==> config.mk <==
export PLATFORM = sky130hd
export DESIGN_NAME = fir_mac_sequencer
export DESIGN_NICKNAME = d
export VERILOG_FILES = /design/src/rtl/fir_pkg.sv /design/src/rtl/fir_tap_counter.sv /design/src/rtl/fir_mac_sequencer.sv
export SDC_FILE = /design/constraint.sdc
export NUM_CORES = 1
export LEC_CHECK = 0
export BUFFER_PORTS_ARGS = -buffer_cell sky130_fd_sc_hd__buf_4
export CAP_MARGIN = 10
export CORE_UTILIZATION = 44
export CTS_CLUSTER_DIAMETER = 50
export DETAILED_ROUTE_END_ITERATION = 7
export GPL_TIMING_DRIVEN = 0
export PLACE_DENSITY_LB_ADDON = 0.1
export SYNTH_ARGS = -nofsm -noshare
export SYNTH_HDL_FRONTEND = slang
export SYNTH_SLANG_ARGS = --single-unit
==> constraint.sdc <==
create_clock -name clk -period 1.3 [get_ports clk]
set_input_delay 0.13 -clock clk [delete_from_list [all_inputs] [get_ports clk]]
set_output_delay 0.13 -clock clk [all_outputs]
set_load 0.1 [all_outputs]
==> src/rtl/fir_pkg.sv <==
// Shared types and defaults for the time-multiplexed FIR control path.
package fir_pkg;

    typedef enum logic [2:0] {
        IDLE  = 3'd0,
        LOAD  = 3'd1,
        MAC   = 3'd2,
        DRAIN = 3'd3,
        DONE  = 3'd4
    } fir_state_e;

    localparam int FIR_LENGTH  = 100;
    localparam int FIR_MAC_LAT = 2;

    // Tap address width; never narrower than one bit.
    function automatic int addr_w(input int length);
        return ($clog2(length) < 1) ? 1 : $clog2(length);
    endfunction

endpackage

==> src/rtl/fir_tap_counter.sv <==
// Tap index counter: counts 0..LENGTH-1 while enabled, wraps, and flags the last tap.
module fir_tap_counter
    import fir_pkg::*;
#(
    parameter int LENGTH = FIR_LENGTH,
    parameter int ADDR_W = addr_w(LENGTH)
) (
    input  logic              clk,
    input  logic              rst_n,
    input  logic              clr_i,
    input  logic              en_i,
    output logic [ADDR_W-1:0] count_o,
    output logic              last_o
);

    localparam logic [ADDR_W-1:0] LAST_IDX = ADDR_W'(LENGTH - 1);

    logic [ADDR_W-1:0] count_q;
    logic [ADDR_W-1:0] count_d;

    always_comb begin
        count_d = count_q;
        if (clr_i) begin
            count_d = '0;
        end else if (en_i) begin
            count_d = (count_q == LAST_IDX) ? '0 : count_q + ADDR_W'(1);
        end
    end

    always_ff @(posedge clk or negedge rst_n) begin
        if (!rst_n) begin
            count_q <= '0;
        end else begin
            count_q <= count_d;
        end
    end

    assign count_o = count_q;
    assign last_o  = (count_q == LAST_IDX);

endmodule

==> src/rtl/fir_mac_sequencer.sv <==
// Sequencer for a shared-MAC FIR: accept sample, shift, sweep all taps, drain, hand off result.
module fir_mac_sequencer
    import fir_pkg::*;
#(
    parameter int LENGTH  = FIR_LENGTH,
    parameter int MAC_LAT = FIR_MAC_LAT,
    parameter int ADDR_W  = addr_w(LENGTH)
) (
    input  logic              clk,
    input  logic              rst,
    input  logic              in_valid,
    output logic              in_ready,
    input  logic              out_ready,
    output logic              out_valid,
    output logic              shift_en,
    output logic              mac_clr,
    output logic              mac_en,
    output logic [ADDR_W-1:0] tap_addr,
    output logic              tap_last,
    output logic              busy,
    output fir_state_e        state_dbg
);

    // Handshakes: a transfer happens on an edge where valid and ready are both high.
    localparam logic [2:0] DRAIN_LAST = 3'((MAC_LAT > 0) ? MAC_LAT - 1 : 0);

    fir_state_e state_q, state_d;
    logic [2:0] drain_q, drain_d;
    logic       ready_q, ready_d;
    logic       cnt_last;

    always_comb begin
        state_d = state_q;
        drain_d = drain_q;
        case (state_q)
            IDLE:  if (ready_q && in_valid) state_d = LOAD;
            LOAD:  state_d = MAC;
            MAC: begin
                drain_d = '0;
                if (cnt_last) state_d = (MAC_LAT == 0) ? DONE : DRAIN;
            end
            DRAIN: begin
                if (drain_q == DRAIN_LAST) begin
                    state_d = DONE;
                    drain_d = '0;
                end else begin
                    drain_d = drain_q + 3'd1;
                end
            end
            DONE:  if (out_ready) state_d = IDLE;
            default: state_d = IDLE;
        endcase
        // Registered so in_ready stays low through reset and rises on the first edge after.
        ready_d = (state_d == IDLE);
    end

    always_ff @(posedge clk or negedge rst) begin
        if (!rst) begin
            state_q <= IDLE;
            drain_q <= '0;
            ready_q <= 1'b0;
        end else begin
            state_q <= state_d;
            drain_q <= drain_d;
            ready_q <= ready_d;
        end
    end

    fir_tap_counter #(
        .LENGTH (LENGTH),
        .ADDR_W (ADDR_W)
    ) u_tap_counter (
        .clk     (clk),
        .rst_n   (rst),
        .clr_i   (state_q != MAC),
        .en_i    (state_q == MAC),
        .count_o (tap_addr),
        .last_o  (cnt_last)
    );

    assign in_ready  = ready_q;
    assign shift_en  = (state_q == LOAD);
    assign mac_clr   = (state_q == LOAD);
    assign mac_en    = (state_q == MAC);
    assign tap_last  = (state_q == MAC) && cnt_last;
    assign out_valid = (state_q == DONE);
    assign busy      = (state_q != IDLE);
    assign state_dbg = state_q;

endmodule

After elaboration in Yosys (flattened, before gate mapping)
Index checks and enable logic that the tools add are counted.
{"block": "classes", "n_eq_ne": 7, "order_cmp": 0, "mux": 10, "add_sub_neg": 2, "bitwise_logic": 0, "div_mod_pow": 0, "multipliers": 0, "n_shift": 0, "n_reduce_logical": 7}
{"op": "7-bit 2-to-1 mux", "n": 3}
{"op": "3-bit 2-to-1 mux", "n": 5}
{"op": "3-bit case mux with 5 select lines", "n": 1}
{"op": "7-bit by 1-bit adder with 7-bit output (second input constant)", "n": 1}
{"op": "7-bit equality test (second input constant)", "n": 1}
{"op": "3-bit by 1-bit equality test with 1-bit output (second input constant)", "n": 2}
{"op": "3-bit by 2-bit equality test with 1-bit output (second input constant)", "n": 2}
{"op": "3-bit logical NOT", "n": 2}
{"op": "3-bit case mux with 2 select lines", "n": 1}
{"op": "2-bit nonzero test", "n": 2}
{"op": "3-bit by 1-bit adder with 3-bit output (second input constant)", "n": 1}
{"op": "3-bit equality test (second input constant)", "n": 1}
{"op": "3-bit by 2-bit != test with 1-bit output (second input constant)", "n": 1}
{"op": "3-bit nonzero test", "n": 1}
{"op": "1-bit logical AND", "n": 2}
{"block": "totals", "out_inout_bits": 17, "ff_bits": 14, "latchBits": 0, "rom_bits": 0, "input_bits": 4, "memories": 0, "ramBits": 0, "wordCells": 30}

Depth between registers and ports, before layout
Gate-level depths: netlist (run 1).
{"block": "depth", "depth_word": 4, "depth_mapped": 5, "ltp_nobuf": 4}

By module
Synthesis (run 1) repeated with hierarchy kept, for this count alone.
{"block": "hier_totals", "cells_unflattened": 82, "hier_area_um2": 758.2}
{"module": "fir_tap_counter", "instances": 1, "cells_each": 42, "seq_area_each_um2": 175.2, "area_each_um2": 386.6}
{"module": "fir_mac_sequencer", "instances": 1, "cells_each": 40, "seq_area_each_um2": 175.2, "area_each_um2": 371.6}

Worst setup path before layout (run 1)
Ideal clock, no wire load.
{"block": "synth_timing", "kind": "register -> output", "from": "reg state_q[0] (netlist: state_dbg[0])", "to": "out shift_en", "n_path_buf": 2, "path_slack_ps": -2948, "t_required_ps": 1170, "path_stages_with_launch": 4, "arrival_ps": 4118, "path_cell_list": "dfrtp_1 -> clkbuf_2 -> nor3b_1 -> buf_4"}
{"block": "synth_between", "elab_chain_len": 1}
{"item": "from (decl)", "line_no": "fir_mac_sequencer.sv:27", "rtl": "fir_state_e state_q, state_d;"}
{"item": "from (signal assigned)", "line_no": "fir_mac_sequencer.sv:63", "rtl": "state_q <= state_d;"}
{"item": "3-bit by 1-bit equality test with 1-bit output"}
{"item": "to (decl)", "line_no": "fir_mac_sequencer.sv:15", "rtl": "output logic shift_en,"}
No other way between the ends.

Final worst setup path (run 1)
{"block": "layout_timing", "from": "reg u_tap_counter.count_q[2] (netlist: u_tap_counter.count_o[2])", "to": "out tap_last"}
{"block": "layout_between", "elab_chain_len": 2}
{"item": "from (decl)", "line_no": "fir_tap_counter.sv:18", "rtl": "logic [ADDR_W-1:0] count_q;"}
{"item": "from (signal assigned)", "line_no": "fir_tap_counter.sv:34", "rtl": "count_q <= count_d;"}
{"item": "7-bit equality test", "line_no": "fir_tap_counter.sv:39", "rtl": "assign last_o = (count_q == LAST_IDX);"}
{"item": "1-bit logical AND", "line_no": "fir_mac_sequencer.sv:85", "rtl": "assign tap_last = (state_q == MAC) && cnt_last;"}
{"item": "to (decl)", "line_no": "fir_mac_sequencer.sv:19", "rtl": "output logic tap_last,"}
No other way between the ends.

==> results of run 1 <==
==> worst paths after layout <==
check                           cells after the start  slack, ns                        to
worst max-delay path                                3      -0.56                  tap_last
worst min-delay path                                3       0.13              state_dbg[2]
worst max register to register                      4      -0.34  u_tap_counter.count_o[5]
worst min register to register                      1       0.53  u_tap_counter.count_o[0]
max in group asynchronous                           2       0.86              state_dbg[2]
min in group asynchronous                           2       0.24  u_tap_counter.count_o[4]
==> state kept, by name, indices dropped and copies added (netlist names) <==
signal	count
u_tap_counter.count_o	7
in_ready	1
state_dbg	3
drain_q	3
==> cells in the mapped netlist <==
cell,count
or3_1,5
clkbuf_2,1
a31oi_1,1
nand3_1,3
nor3_4,1
o21ai_4,1
or3b_4,1
inv_1,5
or4b_1,1
buf_4,1
ha_1,1
nand3b_1,3
or4b_4,1
o41ai_1,1
and2_1,1
xnor2_1,1
o22ai_1,1
nor4_1,1
nor2_1,7
a22o_1,2
a21bo_2,1
o21ai_0,5
dfrtp_1,14
nand2b_1,1
xor2_1,2
a21oi_1,2
nor3b_1,1
nand2_1,5
==> metal layers <==
layer / GRT usage [%] / vias up / routed length [um]
met5: 0 / - / 0
met4: 9.38 / 0 / 33
met3: 4.31 / 4 / 74
met2: 40.9 / 23 / 1140
met1: 31.1 / 340 / 1100
li1: - / 332 / -
==> power by group <==
group	switching (uW)	internal [uW]
sequential	116	560
combinational	1590	966
clock	156	170
total	1870	1700
==> worst max-delay path, stage by stage (launching register included) <==
cell	delay, ns
dfrtp_4	0.49
or4b_4	0.55
nor3_4	0.20
buf_12	0.21
==> per-stage QoR <==
| stage | setup slack (ns) | power (uW) | utilization, % | cell area (um^2) | hold slack [ns] |
|---|---|---|---|---|---|
| after global placement | -0.385 | 2380 | 63.0 | 948 | -0.0136 |
| after CTS | -0.585 | 3310 | 82.6 | 1240 | 0.117 |
| after global routing | -0.598 | 3660 | 88.5 | 1330 | 0.130 |
| final | -0.561 | 3560 | 88.5 | 1330 | 0.130 |
| after detailed placement | -0.385 | 2410 | 63.0 | 948 | -0.00898 |
| after floorplan | -0.992 | 2080 | - | 778 | -0.166 |
==> cell type report <==
type,count,area share [%]
buffer,1,0.845
timing repair buffer,39,32.8
sequential,14,28.7
inverter,5,1.60
tap,16,1.50
clock buffer,4,2.72
multi-input combinational,49,31.8
==> logic make-up (layout without fill, tap and decap cells) <==
kind of cell / Yosys count / count (layout) / share of synthesized area [%]
adder cells (fa/ha/maj): 1 / 1 / 1.76
XOR/XNOR: 3 / 3 / 3.69
buffers and inverters: 7 / 49 / 4.39
flip-flops: 14 / 14 / 49.2
AO/OA/AOI/OAI: 14 / 14 / 14.1
AND/OR/NAND/NOR: 31 / 31 / 26.9
==> repair_timing <==
action	4_1_cts	5_1_grt
hold buffers	1	0
buffers inserted	14	7
pin swaps	10	11
resized for setup	36	16
gates cloned	0	0
setup endpoints to repair	17	22
hold endpoints to repair	14	0
==> impl_metrics.sql, run 1 <==
INSERT INTO impl_metrics (metric_group, metric, value, unit) VALUES
('placement', 'detailed_place_hpwl', '1080', 'um'),
('critical_path', 'setup.worst_path.start_class', 'flop', ''),
('power', 'vdd.ir_drop.worst', '0.00174', 'V'),
('cells_and_area', 'layout.cells.most_common_list', 'buf_4 (19), buf_6 (12), buf_12 (8), dfrtp_4 (8), nor2_1 (5)', ''),
('critical_path', 'startpoint', 'u_tap_counter.count_o[2]', ''),
('timing', 'worst_case_clock_skew', '0.00128', 'ns'),
('route', 'ant_nets', '0', ''),
('timing', 'rsz_0062_raised_after_global_routing', 'yes', ''),
('logic_synthesis', 'post_synth_inst_count', '70', ''),
('route', 'via_count', '699', ''),
('job', 'drv_cap', '0', ''),
('logic_synthesis', 'synth_largest_type_area_fraction', '49.2', '%'),
('cells_and_area', 'nets', '118', ''),
('clocking', 'tritoncts', 'done', ''),
('logic_synthesis', 'ys_ff_latch', '14', ''),
('clocking', 'clk_transition_reported_paths', '0.09', 'ns'),
('placement', 'placed_instances', '106', ''),
('floorplanning', 'die_footprint', '1780', 'um^2'),
('floorplanning', 'top_level_ports', '21', ''),
('timing', 'final_max_slew_viol_count', '0', ''),
('timing', 'max_freq', '0.537', 'GHz'),
('cells_and_area', 'fraction_of_final_layout_cells_with_drive_strength_greater_than_1', '66.1', '%'),
('grt', 'grt_start_max_net_pins', '15', ''),
('logic_synthesis', 'yosys.area.top_type', 'dfrtp_1', ''),
('clocking', 'cts-buffers-inserted', '3', ''),
('timing', 'relSlewSlack', '80.9', '%'),
('critical_path', 'cp_max_fo', '2', ''),
('timing', 'worst_margin_slew', '0.286', 'ns'),
('cells_and_area', 'multi_input_area', '424', 'um^2'),
('hold_path', 'worstHoldStart', 'out_ready', ''),
('timing', 'finalHoldViolCount', '0', ''),
('cells_and_area', 'seqCellArea', '383', 'um^2'),
('critical_path', 'cp_data_required_time', '1.17', 'ns'),
('critical_path', 'regToRegStartpoint', 'u_tap_counter.count_o[2]', ''),
('logic_synthesis', 'netlist_area', '712', 'um^2'),
('timing', 'final-setup-viol-count', '20', ''),
('hold_path', 'hold_path.class', 'in -> reg', ''),
('floorplanning', 'core_area', '1510', 'um^2'),
('floorplanning', 'chipWidth', '42.2', 'um'),
('grt', 'antenna_found_initial', '0', ''),
('logic_synthesis', 'syn_area_per_cell', '10.2', 'um^2'),
('floorplanning', 'fp_rows', '14', ''),
('logic_synthesis', 'yosysWarnings', '0', ''),
('clocking', 'numClockSinks', '14', ''),
('route', 'drt-vias-per-instance', '5.46', ''),
('logic_synthesis', 'synth_seq_area_share', '49.2', '%'),
('placement', 'place.gp.congestion', '0.764', ''),
('timing', 'post_route_clock_period_utilization', '143', '%'),
('grt', 'grt_pass1_wl', '3190', 'um'),
('clocking', 'clk_latency', '0.28', 'ns'),
('timing', 'fin_ws', '-0.561', 'ns'),
('grt', 'groute.usage.overall', '24.3', '%'),
('cells_and_area', 'n_antenna_cell', '0', ''),
('route', 'firstDrtPassIters', '4', ''),
('route', 'route.final.wire_length', '2350', 'um'),
('clocking', 'ctsRootBufferMaster', 'clkbuf_4', ''),
('logic_synthesis', 'post_synth_num_cell_types', '28', ''),
('cells_and_area', 'fill_cells', '62', ''),
('timing', 'totalNegativeSetupSlack', '-5.34', 'ns'),
('cells_and_area', 'layout_commonest_cell', 'buf_4', ''),
('cells_and_area', 'final_cell_count_without_fillers', '128', ''),
('route', 'drt-wirelength-per-cell', '18.3', 'um'),
('route', 'route.detailed.drc', '0', ''),
('outcome', 'violations_in_the_final_reports', 'negative setup slack', ''),
('logic_synthesis', 'synth_nets', '75', ''),
('critical_path', 'cp.arrival', '1.73', 'ns'),
('cells_and_area', 'synthToLayoutAreaGrowth', '87.2', '%'),
('outcome', 'run_status', 'finished with violations', ''),
('logic_synthesis', 'post_synth_main_area_contributors', 'dfrtp_1 (49%), or3_1 (4.4%), nor2_1 (3.7%)', ''),
('clocking', 'cts-htree-levels', '1', ''),
('clocking', 'cts_max_path_buffers', '2', ''),
('power', 'total_power_divided_by_cell_area', '2670', 'nW/um^2'),
('floorplanning', 'initial_utilization', '47.3', '%'),
('grt', 'global_route_total_overflow', '0', ''),
('route', 'drt_first_iter_violations', '35', ''),
('power', 'power.static_leakage', '0.000576', 'uW'),
('timing', 'period_needed', '1.86', 'ns'),
('grt', 'first_global_vias', '667', ''),
('critical_path', 'critical_path.endpoint_type', 'output port', ''),
('floorplanning', 'floorplan.die.height', '42.2', 'um'),
('placement', 'port-buffer-count', '20', ''),
('critical_path', 'crit_type', 'reg -> out', '');
Note: power is estimated with default switching activity, not from simulation.
==> run 2: changes to the inputs <==
- clock period: 1.3 -> 1.6 ns (I/O delays scaled with it)
==> impl_metrics.sql, run 2 (synthesis gave the netlist of run 1 again) <==
INSERT INTO impl_metrics (metric_group, metric, value, unit) VALUES
('outcome', 'run_status', 'finished with violations', ''),
('outcome', 'violations_in_the_final_reports', 'negative setup slack', ''),
('timing', 'worst_margin_slew', '0.308', 'ns'),
('power', 'power.static_leakage', '0.000511', 'uW'),
('route', 'firstDrtPassIters', '4', ''),
('grt', 'antenna_found_initial', '0', ''),
('placement', 'place.gp.congestion', '0.774', ''),
('route', 'route.final.wire_length', '1990', 'um'),
('critical_path', 'worst_r2r_endpoint', 'u_tap_counter.count_o[3]', ''),
('power', 'vdd.ir_drop.worst', '0.00140', 'V'),
('power', 'total_power_divided_by_cell_area', '2150', 'nW/um^2'),
('floorplanning', 'top_level_ports', '21', ''),
('timing', 'relSlewSlack', '79.4', '%'),
('timing', 'post_route_clock_period_utilization', '118', '%'),
('cells_and_area', 'multi_input_area', '374', 'um^2'),
('hold_path', 'hold_path.class', 'in -> reg', ''),
('clocking', 'cts_max_path_buffers', '2', ''),
('timing', 'fin_worst_hold_slack', '0.164', 'ns'),
('critical_path', 'worst_setup_ep', 'tap_last', ''),
('timing', 'worst_case_clock_skew', '0.000876', 'ns'),
('cells_and_area', 'fraction_of_final_layout_cells_with_drive_strength_greater_than_1', '59.0', '%'),
('critical_path', 'reg2reg_setup_slack', '-0.03', 'ns'),
('cells_and_area', 'layout.cells.most_common_list', 'buf_4 (22), nor2_1 (6), dfrtp_4 (6)', ''),
('cells_and_area', 'fill_cells', '97', ''),
('cells_and_area', 'nets', '111', ''),
('grt', 'groute.usage.overall', '20.0', '%'),
('cells_and_area', 'layout_commonest_cell', 'buf_4', ''),
('clocking', 'cts-buffers-inserted', '3', ''),
('clocking', 'ctsRootBufferMaster', 'clkbuf_4', ''),
('critical_path', 'crit_type', 'reg -> out', ''),
('critical_path', 'startpoint', 'u_tap_counter.count_o[2]', ''),
('critical_path', 'cp_max_fo', '2', ''),
('floorplanning', 'floorplan.die.height', '42.2', 'um'),
('placement', 'detailed_place_hpwl', '992', 'um'),
('critical_path', 'timing.reg2reg.worst_path_depth', '4', ''),
('critical_path', 'critical_path.endpoint_type', 'output port', ''),
('clocking', 'cts-htree-levels', '1', ''),
('clocking', 'clk_transition_reported_paths', '0.08', 'ns'),
('timing', 'fin_ws', '-0.290', 'ns'),
('timing', 'max_freq', '0.529', 'GHz'),
('route', 'drt_first_iter_violations', '15', ''),
('placement', 'port-buffer-count', '20', ''),
('route', 'via_count', '662', ''),
('cells_and_area', 'largest_reg_flops', '7', ''),
('critical_path', 'cp_data_required_time', '1.44', 'ns'),
('timing', 'rsz_0062_raised_after_global_routing', 'yes', ''),
('grt', 'global_route_total_overflow', '0', ''),
('critical_path', 'cp.arrival', '1.73', 'ns'),
('timing', 'period_needed', '1.89', 'ns'),
('route', 'ant_nets', '0', ''),
('floorplanning', 'fp_rows', '14', ''),
('route', 'route.detailed.drc', '0', ''),
('floorplanning', 'initial_utilization', '47.3', '%'),
('floorplanning', 'core_area', '1510', 'um^2'),
('clocking', 'clk_latency', '0.28', 'ns'),
('critical_path', 'regToRegStartpoint', 'u_tap_counter.count_o[2]', ''),
('clocking', 'tritoncts', 'done', ''),
('cells_and_area', 'seqCellArea', '378', 'um^2'),
('floorplanning', 'chipWidth', '42.2', 'um'),
('power', 'power.total', '2490', 'uW'),
('timing', 'finalHoldViolCount', '0', ''),
('timing', 'final_max_slew_viol_count', '0', ''),
('clocking', 'numClockSinks', '14', ''),
('cells_and_area', 'synthToLayoutAreaGrowth', '63.1', '%'),
('grt', 'grt_pass1_wl', '2600', 'um'),
('route', 'drt-wirelength-per-cell', '16.4', 'um'),
('grt', 'grt_start_max_net_pins', '15', ''),
('placement', 'place_worst_setup_slack', '-0.122', 'ns'),
('route', 'drt-vias-per-instance', '5.47', ''),
('floorplanning', 'die_footprint', '1780', 'um^2'),
('timing', 'final-setup-viol-count', '11', ''),
('critical_path', 'setup.worst_path.start_class', 'flop', ''),
('job', 'drv_cap', '0', ''),
('grt', 'first_global_vias', '568', ''),
('cells_and_area', 'n_antenna_cell', '0', '');
run 2: cell count changes in the layout (fill, tap and decap cells not counted), sizes merged:
cell / previous run / this run
buf: 39 / 32
run 2: what timing repair did:
action                                 4_1_cts  5_1_grt
hold buffers                                 1        0
setup buffers                                7        6
setup endpoints to repair                    5       15
resized for setup                           15       15
endpoints found under the hold margin       14        0
pin swaps                                    6        9
run 2: worst min path at each step:
stage | startpoint | to | slack (ns) | cells after the start
after floorplan | rst | drain_q[0] | -0.14 | 0
after global placement | rst | u_tap_counter.count_o[0] | 0.02 | 1
after detailed placement | rst | u_tap_counter.count_o[0] | 0.02 | 1
after CTS | out_ready | state_dbg[2] | 0.15 | 3
after global routing | out_ready | state_dbg[2] | 0.16 | 3
final | out_ready | state_dbg[2] | 0.16 | 3
run 2: layout make-up:
cell class                 count  area share (%)
buffer                         1           0.970
clock buffer                   4            3.13
inverter                       5            1.83
multi-input combinational     49            32.2
sequential                    14            32.5
tap                           16            1.72
timing repair buffer          32            27.6
run 2: worst max-delay path: stages, from the launching register on:
cell and delay, ns:
dfrtp_4 0.48, or4b_4 0.56, nor3_4 0.20, buf_12 0.21
run 2: power by group:
| part | internal (uW) | total, uW | switching, uW |
|---|---|---|---|
| registers | 448 | 526 | 77.5 |
| logic | 528 | 1710 | 1190 |
| clock network | 139 | 255 | 116 |
| total | 1110 | 2490 | 1380 |
run 2: stage by stage:
step,util [%],cell area [um^2],setup TNS (ns),instances
5_1_grt,77.1,1160,-1.03,121
3_3_place_gp,62.4,940,-0.130,106
6_report,77.1,1160,-0.454,121
3_5_place_dp,62.4,940,-0.137,106
4_1_cts,71.6,1080,-0.425,117
2_1_floorplan,-,769,-8.13,70
run 2: per-layer routing:
| layer | vias to the layer above | routed length (um) | GRT usage, % |
|---|---|---|---|
| met5 | - | 0 | 0 |
| met4 | 0 | 43 | 9.38 |
| met3 | 6 | 88 | 6.03 |
| met2 | 20 | 1020 | 29.2 |
| met1 | 320 | 835 | 27.0 |
| li1 | 316 | - | - |
